==> src/rtl/bpu_pkg.sv <==
// Shared types and counter helpers for the branch prediction unit and its BTB.
// Entry fields are sized for the widest supported configuration; unused upper bits stay zero.
package bpu_pkg;

  localparam int TAG_MAX_W = 32;
  localparam int CTR_MAX_W = 8;

  typedef logic [CTR_MAX_W-1:0] ctr_t;

  typedef struct packed {
    logic                 valid;
    logic [TAG_MAX_W-1:0] tag;
    ctr_t                 ctr;
    logic [31:0]          target;
  } btb_entry_t;

  function automatic ctr_t CTR_MAX(input int ctrW);
    return ctr_t'((1 << ctrW) - 1);
  endfunction

  function automatic ctr_t CTR_WT(input int ctrW);
    return ctr_t'(1 << (ctrW - 1));
  endfunction

  function automatic ctr_t CTR_WNT(input int ctrW);
    return ctr_t'((1 << (ctrW - 1)) - 1);
  endfunction

  // Saturating up/down step of a ctrW-bit direction counter.
  function automatic ctr_t sat_update(input ctr_t ctr, input logic taken, input int ctrW);
    ctr_t result;
    result = ctr;
    if (taken) begin
      if (ctr != CTR_MAX(ctrW)) result = ctr + ctr_t'(1);
    end else begin
      if (ctr != '0) result = ctr - ctr_t'(1);
    end
    return result;
  endfunction

endpackage

==> src/rtl/btb_table.sv <==
// Direct-mapped BTB storage: combinational fetch read, EX-side read for read-modify-write,
// and one synchronous write port with reset clear.
module btb_table
  import bpu_pkg::*;
#(
  parameter int ENTRIES = 16,
  parameter int CTR_W   = 2,
  localparam int IDX_W  = $clog2(ENTRIES)
) (
  input  logic             clk,
  input  logic             reset,
  input  logic [IDX_W-1:0] i_rdIdx,
  output btb_entry_t       o_rdEntry,
  input  logic [IDX_W-1:0] i_exIdx,
  output btb_entry_t       o_exEntry,
  input  logic             i_wrEn,
  input  logic [IDX_W-1:0] i_wrIdx,
  input  btb_entry_t       i_wrEntry
);

  localparam btb_entry_t RESET_ENTRY = '{valid: 1'b0, tag: '0, ctr: CTR_WNT(CTR_W), target: '0};

  btb_entry_t r_mem [ENTRIES];

  // Reset wins over a pending write so an in-flight update is dropped.
  always_ff @(posedge clk) begin
    if (reset) begin
      for (int i = 0; i < ENTRIES; i++) r_mem[i] <= RESET_ENTRY;
    end else if (i_wrEn) begin
      r_mem[i_wrIdx] <= i_wrEntry;
    end
  end

  assign o_rdEntry = r_mem[i_rdIdx];
  assign o_exEntry = r_mem[i_exIdx];

endmodule

==> src/rtl/branch_predict_unit.sv <==
// Branch prediction and resolution: BTB lookup for IF, target/redirect computation in EX,
// BTB update policy and branch/misprediction performance counters.
module branch_predict_unit
  import bpu_pkg::*;
#(
  parameter int PC_W    = 9,
  parameter int ENTRIES = 16,
  parameter int CTR_W   = 2
) (
  input  logic            clk,
  input  logic            reset,
  input  logic [PC_W-1:0] IF_PC,
  output logic            Pred_Taken,
  output logic [31:0]     Pred_Target,
  input  logic            Ex_Valid,
  input  logic [PC_W-1:0] Ex_PC,
  input  logic [31:0]     Imm,
  input  logic            Branch,
  input  logic            Jump,
  input  logic            Jalr,
  input  logic [31:0]     AluResult,
  input  logic            Ex_PredTaken,
  input  logic [31:0]     Ex_PredTarget,
  output logic [31:0]     PC_Imm,
  output logic [31:0]     PC_Four,
  output logic            Redirect,
  output logic [31:0]     Redirect_PC,
  output logic [31:0]     Br_Count,
  output logic [31:0]     Mispred_Count
);

  localparam int IDX_W = $clog2(ENTRIES);

  logic [IDX_W-1:0] w_ifIdx, w_exIdx;
  logic [31:0]      w_ifTag, w_exTag;
  btb_entry_t       w_ifEntry, w_exEntry, w_wrEntry;
  logic             w_ifHit, w_exHit, w_wrEn, w_upd;
  logic [31:0]      w_exPc, w_jalrSum, w_actPc;
  logic             w_actTaken;
  logic [31:0]      r_brCount, r_mispredCount;

  // Tags are kept zero-extended to 32 bits so stored and looked-up tags compare directly.
  assign w_ifIdx = IDX_W'(IF_PC >> 2);
  assign w_exIdx = IDX_W'(Ex_PC >> 2);
  assign w_ifTag = 32'(IF_PC >> (IDX_W + 2));
  assign w_exTag = 32'(Ex_PC >> (IDX_W + 2));

  btb_table #(
    .ENTRIES (ENTRIES),
    .CTR_W   (CTR_W)
  ) u_btb (
    .clk       (clk),
    .reset     (reset),
    .i_rdIdx   (w_ifIdx),
    .o_rdEntry (w_ifEntry),
    .i_exIdx   (w_exIdx),
    .o_exEntry (w_exEntry),
    .i_wrEn    (w_wrEn),
    .i_wrIdx   (w_exIdx),
    .i_wrEntry (w_wrEntry)
  );

  assign w_ifHit     = w_ifEntry.valid && (w_ifEntry.tag == w_ifTag);
  assign Pred_Taken  = w_ifHit && (w_ifEntry.ctr >= CTR_WT(CTR_W));
  assign Pred_Target = Pred_Taken ? w_ifEntry.target : '0;

  assign w_exPc     = 32'(Ex_PC);
  assign w_jalrSum  = AluResult + Imm;
  assign PC_Imm     = Jalr ? (w_jalrSum & ~32'd1) : (w_exPc + Imm);
  assign PC_Four    = w_exPc + 32'd4;
  assign w_actTaken = (Branch && AluResult[0]) || Jump || Jalr;
  assign w_actPc    = w_actTaken ? PC_Imm : PC_Four;

  // A taken prediction with the wrong target is a misprediction just like a wrong direction.
  assign Redirect    = Ex_Valid && ((Ex_PredTaken != w_actTaken) ||
                                    (w_actTaken && (Ex_PredTarget != PC_Imm)));
  assign Redirect_PC = Ex_Valid ? w_actPc : '0;

  assign w_upd   = Ex_Valid && (Branch || Jump || Jalr);
  assign w_exHit = w_exEntry.valid && (w_exEntry.tag == w_exTag);

  // Unconditional jumps always install a strongly-taken entry; conditional branches only
  // train an existing entry, or allocate one when they turn out taken.
  always_comb begin
    w_wrEn    = 1'b0;
    w_wrEntry = w_exEntry;
    if (w_upd) begin
      if (Jump || Jalr) begin
        w_wrEn    = 1'b1;
        w_wrEntry = '{valid: 1'b1, tag: w_exTag, ctr: CTR_MAX(CTR_W), target: PC_Imm};
      end else if (w_exHit) begin
        w_wrEn        = 1'b1;
        w_wrEntry.ctr = sat_update(w_exEntry.ctr, AluResult[0], CTR_W);
        if (AluResult[0]) w_wrEntry.target = PC_Imm;
      end else if (AluResult[0]) begin
        w_wrEn    = 1'b1;
        w_wrEntry = '{valid: 1'b1, tag: w_exTag, ctr: CTR_WT(CTR_W), target: PC_Imm};
      end
    end
  end

  always_ff @(posedge clk) begin
    if (reset) begin
      r_brCount      <= '0;
      r_mispredCount <= '0;
    end else begin
      if (w_upd)    r_brCount      <= r_brCount + 32'd1;
      if (Redirect) r_mispredCount <= r_mispredCount + 32'd1;
    end
  end

  assign Br_Count      = r_brCount;
  assign Mispred_Count = r_mispredCount;

endmodule

==> config.mk <==
export PLATFORM = sky130hd
export DESIGN_NAME = branch_predict_unit
export DESIGN_NICKNAME = d
export VERILOG_FILES = /design/src/rtl/bpu_pkg.sv /design/src/rtl/btb_table.sv /design/src/rtl/branch_predict_unit.sv
export SDC_FILE = /design/constraint.sdc
export NUM_CORES = 2
export LEC_CHECK = 0
export BUFFER_PORTS_ARGS = -buffer_cell sky130_fd_sc_hd__buf_2
export CORE_MARGIN = 10
export CORE_UTILIZATION = 25
export CTS_BUF_LIST = sky130_fd_sc_hd__clkbuf_4 sky130_fd_sc_hd__clkbuf_8 sky130_fd_sc_hd__clkbuf_16
export DETAILED_ROUTE_END_ITERATION = 6
export SYNTH_ARGS = -nofsm -noshare
export SYNTH_HDL_FRONTEND = slang
export SYNTH_SLANG_ARGS = --single-unit
==> constraint.sdc <==
create_clock -name clk -period 6.66 [get_ports clk]
set_input_delay 0.666 -clock clk [delete_from_list [all_inputs] [get_ports clk]]
set_output_delay 0.666 -clock clk [all_outputs]
set_load 0.02 [all_outputs]
==> run_results.csv <==
group,metric,value,unit
clocking,cts_tree,"done",
sta,setup_viol,0,
outcome,outcome,"completed",
clocking,cts_num_sinks,1232,
global_route,grt_pass1_vias,39400,
placed_design,gp_congestion,0.978,
clocking,clock_latency,0.77,ns
sta,clock_skew,0.0463,ns
sta,finalSetupTns,0,ns
sta,slew_viol_final,0,
sta,fmax,177,MHz
die,dieArea,256000,um^2
setup_path,slowest_delay,0.60,ns
die,start_util,0.251,
setup_path,cp_cell_sequence,"buf_2 -> ha_1 -> a21o_1 -> a22oi_1 -> a21oi_1 -> mux2_2 -> a22oi_1 -> o211ai_1 -> a2111oi_2 -> nand4_1 -> nor4_2 -> buf_4 -> a21oi_2 -> buf_2",
synthesis,yosys.cell_count.top_type,"edfxtp_1",
setup_path,worstPathRequired,5.99,ns
setup_path,crit_type,"primary input to output pin",
setup_path,start_kind,"primary input",
routing,vias,39600,
hold_path,hold_end,"Br_Count[31]",
synthesis,synth_edf_count,1168,
sta,hold_ws,0.516,ns
global_route,grt_max_degree,74,
die,core-area,235000,um^2
layout,drive_above_1_share,0.219,
die,die_h,506,um
die,rows,178,
clocking,cts_max_level,3,
synthesis,yosys_warnings,0,
global_route,grt_pass1_wl,268000,um
clocking,numCtsBuffers,117,
sta,rsz0062_at_grt,"no",
layout,syn2layout_area_growth,19.6,%
layout,finalNonFillerCells,8167,
power,cellLeakagePower,24.9,nW
synthesis,async_flop_share,0,
clocking,post_cts_resized,0,
global_route,grt.total_usage,0.138,
power,powerDensity,260,nW/um^2
layout,final_cell_area,70600,um^2
setup_path,cp-end-kind,"output pin",
sta,finalWorstSetupSlack,1.00,ns
routing,routed_wirelength,185000,um
clocking,cts_hold_buf,0,
setup_path,timing.rr.start,"u_btb.r_mem[11][55]",
placed_design,dp_cells,7945,
clocking,cts_setup_buffers,0,
global_route,grt_overflow,0,
clocking,cts_buffer_depth,3,
synthesis,ys.flop_type,"edfxtp_1",
clocking,cts_root_buf,"clkbuf_16",
sta,finalHoldViolCount,0,
sta,fin_crit_sh,0.849,
synthesis,synthTopCellsByArea,"edfxtp_1 59%, mux4_2 15%, nor2_1 5.2%",
synthesis,synth_cells,4188,
routing,initialDrtViolationCount,4364,
routing,drt_first_pass_iters,5,
setup_path,reg2reg_to,"u_btb.r_mem[4][13]",
synthesis,yosysUniqueCellTypes,98,
placed_design,hpwl,121000,um
hold_path,hold_path_class,"register to register",
global_route,antenna_found_initial,18,
sta,worst-slew-pin-transition,1.33,ns
setup_path,worstPathArrival,4.99,ns
layout,final_nets,5084,
setup_path,startpoint,"Ex_PC[4]",
die,io_pins,315,
setup_path,cp_slowest_cell,"a22oi_1",
routing,drc,0,
sta,maxSlewHeadroom,0.0873,
synthesis,netlist.area_leader.share,0.594,
routing,wl_per_cell,22.6,um
flow_run,cap_viol_max_count,0,
synthesis,synth.avg_cell_area,14.1,um^2
placed_design,pre_cts_ws,0.877,ns
hold_path,min_from,"Br_Count[31]",
routing,viasPerCell,4.85,
clocking,clk_pin_slew,0.06,ns
sta,fin_crit,5.66,ns
die,die_width,506,um
power,p_total,18.3,mW
placed_design,io_buffers,290,
setup_path,crit_path_max_fanout,16,
synthesis,synth_seq_cells,1232,
power,vdd.ir_drop.worst,0.198,mV
hold_path,holdPathStages,2,
synthesis,synth_area_leader_cell,"edfxtp_1",
synthesis,ys_seq_area_frac,0.616,
routing,postRouteAntennaNets,0,
synthesis,synth_area,59000,um^2
placed_design,place_area,66500,um^2
synthesis,yosys-top-cells-count,"1168 x edfxtp_1, 813 x nor2_1, 395 x mux4_2",
setup_path,r2r_slack,1.42,ns
layout,fin_util,0.300,
setup_path,ff2ff_path_depth,11,
==> power by group <==
group          internal, mW  leakage (nW)  switching [mW]  total, mW
logic                 0.791          10.6            1.46       2.25
registers              8.91          12.3           0.165       9.08
clock network          4.04          2.00            2.96       7.00
==> logic make-up after synthesis <==
kind of cell             share of synthesized area
buffers and inverters                       0.0262
other                                    0.0000635
flip-flops                                   0.616
XOR/XNOR                                    0.0170
adder cells (fa/ha/maj)                     0.0106
AND/OR/NAND/NOR                              0.125
multiplexers                                 0.157
AO/OA/AOI/OAI                               0.0480
==> worst max-delay path: cells and delay by family <==
kind	cells	cell delay, ns
adder cells (fa/ha/maj)	1	0.41
AND/OR/NAND/NOR	2	0.54
buffers and inverters	3	1.01
AO/OA/AOI/OAI	7	1.87
multiplexers	1	0.41
==> sequential cells by signal (all words and copies together) (netlist names) <==
signal         count
Br_Count          32
u_btb.r_mem     1168
Mispred_Count     32
==> metal layers <==
| metal | global-route usage | routed length, um | vias to the layer above | share of wire |
|---|---|---|---|---|
| li1 | - | - | 17200 | - |
| met1 | 0.171 | 70200 | 20000 | 0.38 |
| met2 | 0.229 | 87600 | 2057 | 0.47 |
| met3 | 0.0359 | 19200 | 383 | 0.10 |
| met4 | 0.0564 | 7500 | 16 | 0.041 |
| met5 | 0 | 109 | - | 0.00059 |
==> how the worst max path moves through the flow <==
stage	endpoint	slack, ns	cells past startpoint
global route	Redirect_PC[31]	0.79	13
global placement	Mispred_Count[4]	0.94	15
detailed placement	u_btb.r_mem[4][0]	0.88	13
CTS	Redirect	0.97	14
finish	Redirect	1.00	14
floorplan	u_btb.r_mem[8][0]	0.89	11
==> cell type report <==
type | count | area (um^2)
Sequential cell | 1232 | 36400
Tap cell | 3150 | 3940
Antenna cell | 5 | 12.5
Clock inverter | 79 | 821
Fill cell | 23500 | 165000
Timing Repair Buffer | 425 | 2810
Inverter | 69 | 262
Clock buffer | 138 | 3230
Multi-Input combinational cell | 3069 | 23100
==> layout by cell type (no fill, tap or decap), types with 33 or more instances in the layout <==
cell	Yosys	final
a211oi_1	35	35
a21oi_1	116	116
and2_1	45	45
and3_1	33	33
buf_2	38	283
buf_4	26	114
clkbuf_16	0	124
conb_1	1	486
dfxtp_1	64	64
edfxtp_1	1168	1168
ha_1	47	47
inv_1	65	64
mux4_2	395	395
nand2_1	160	159
nand3_1	80	68
nand4_1	69	69
nor2_1	813	813
nor2b_1	56	56
nor3_1	83	82
nor4_1	100	100
o21ai_0	70	67
xnor2_1	57	57
xor2_1	52	52
No activity file was read; power rests on OpenSTA's default activity.
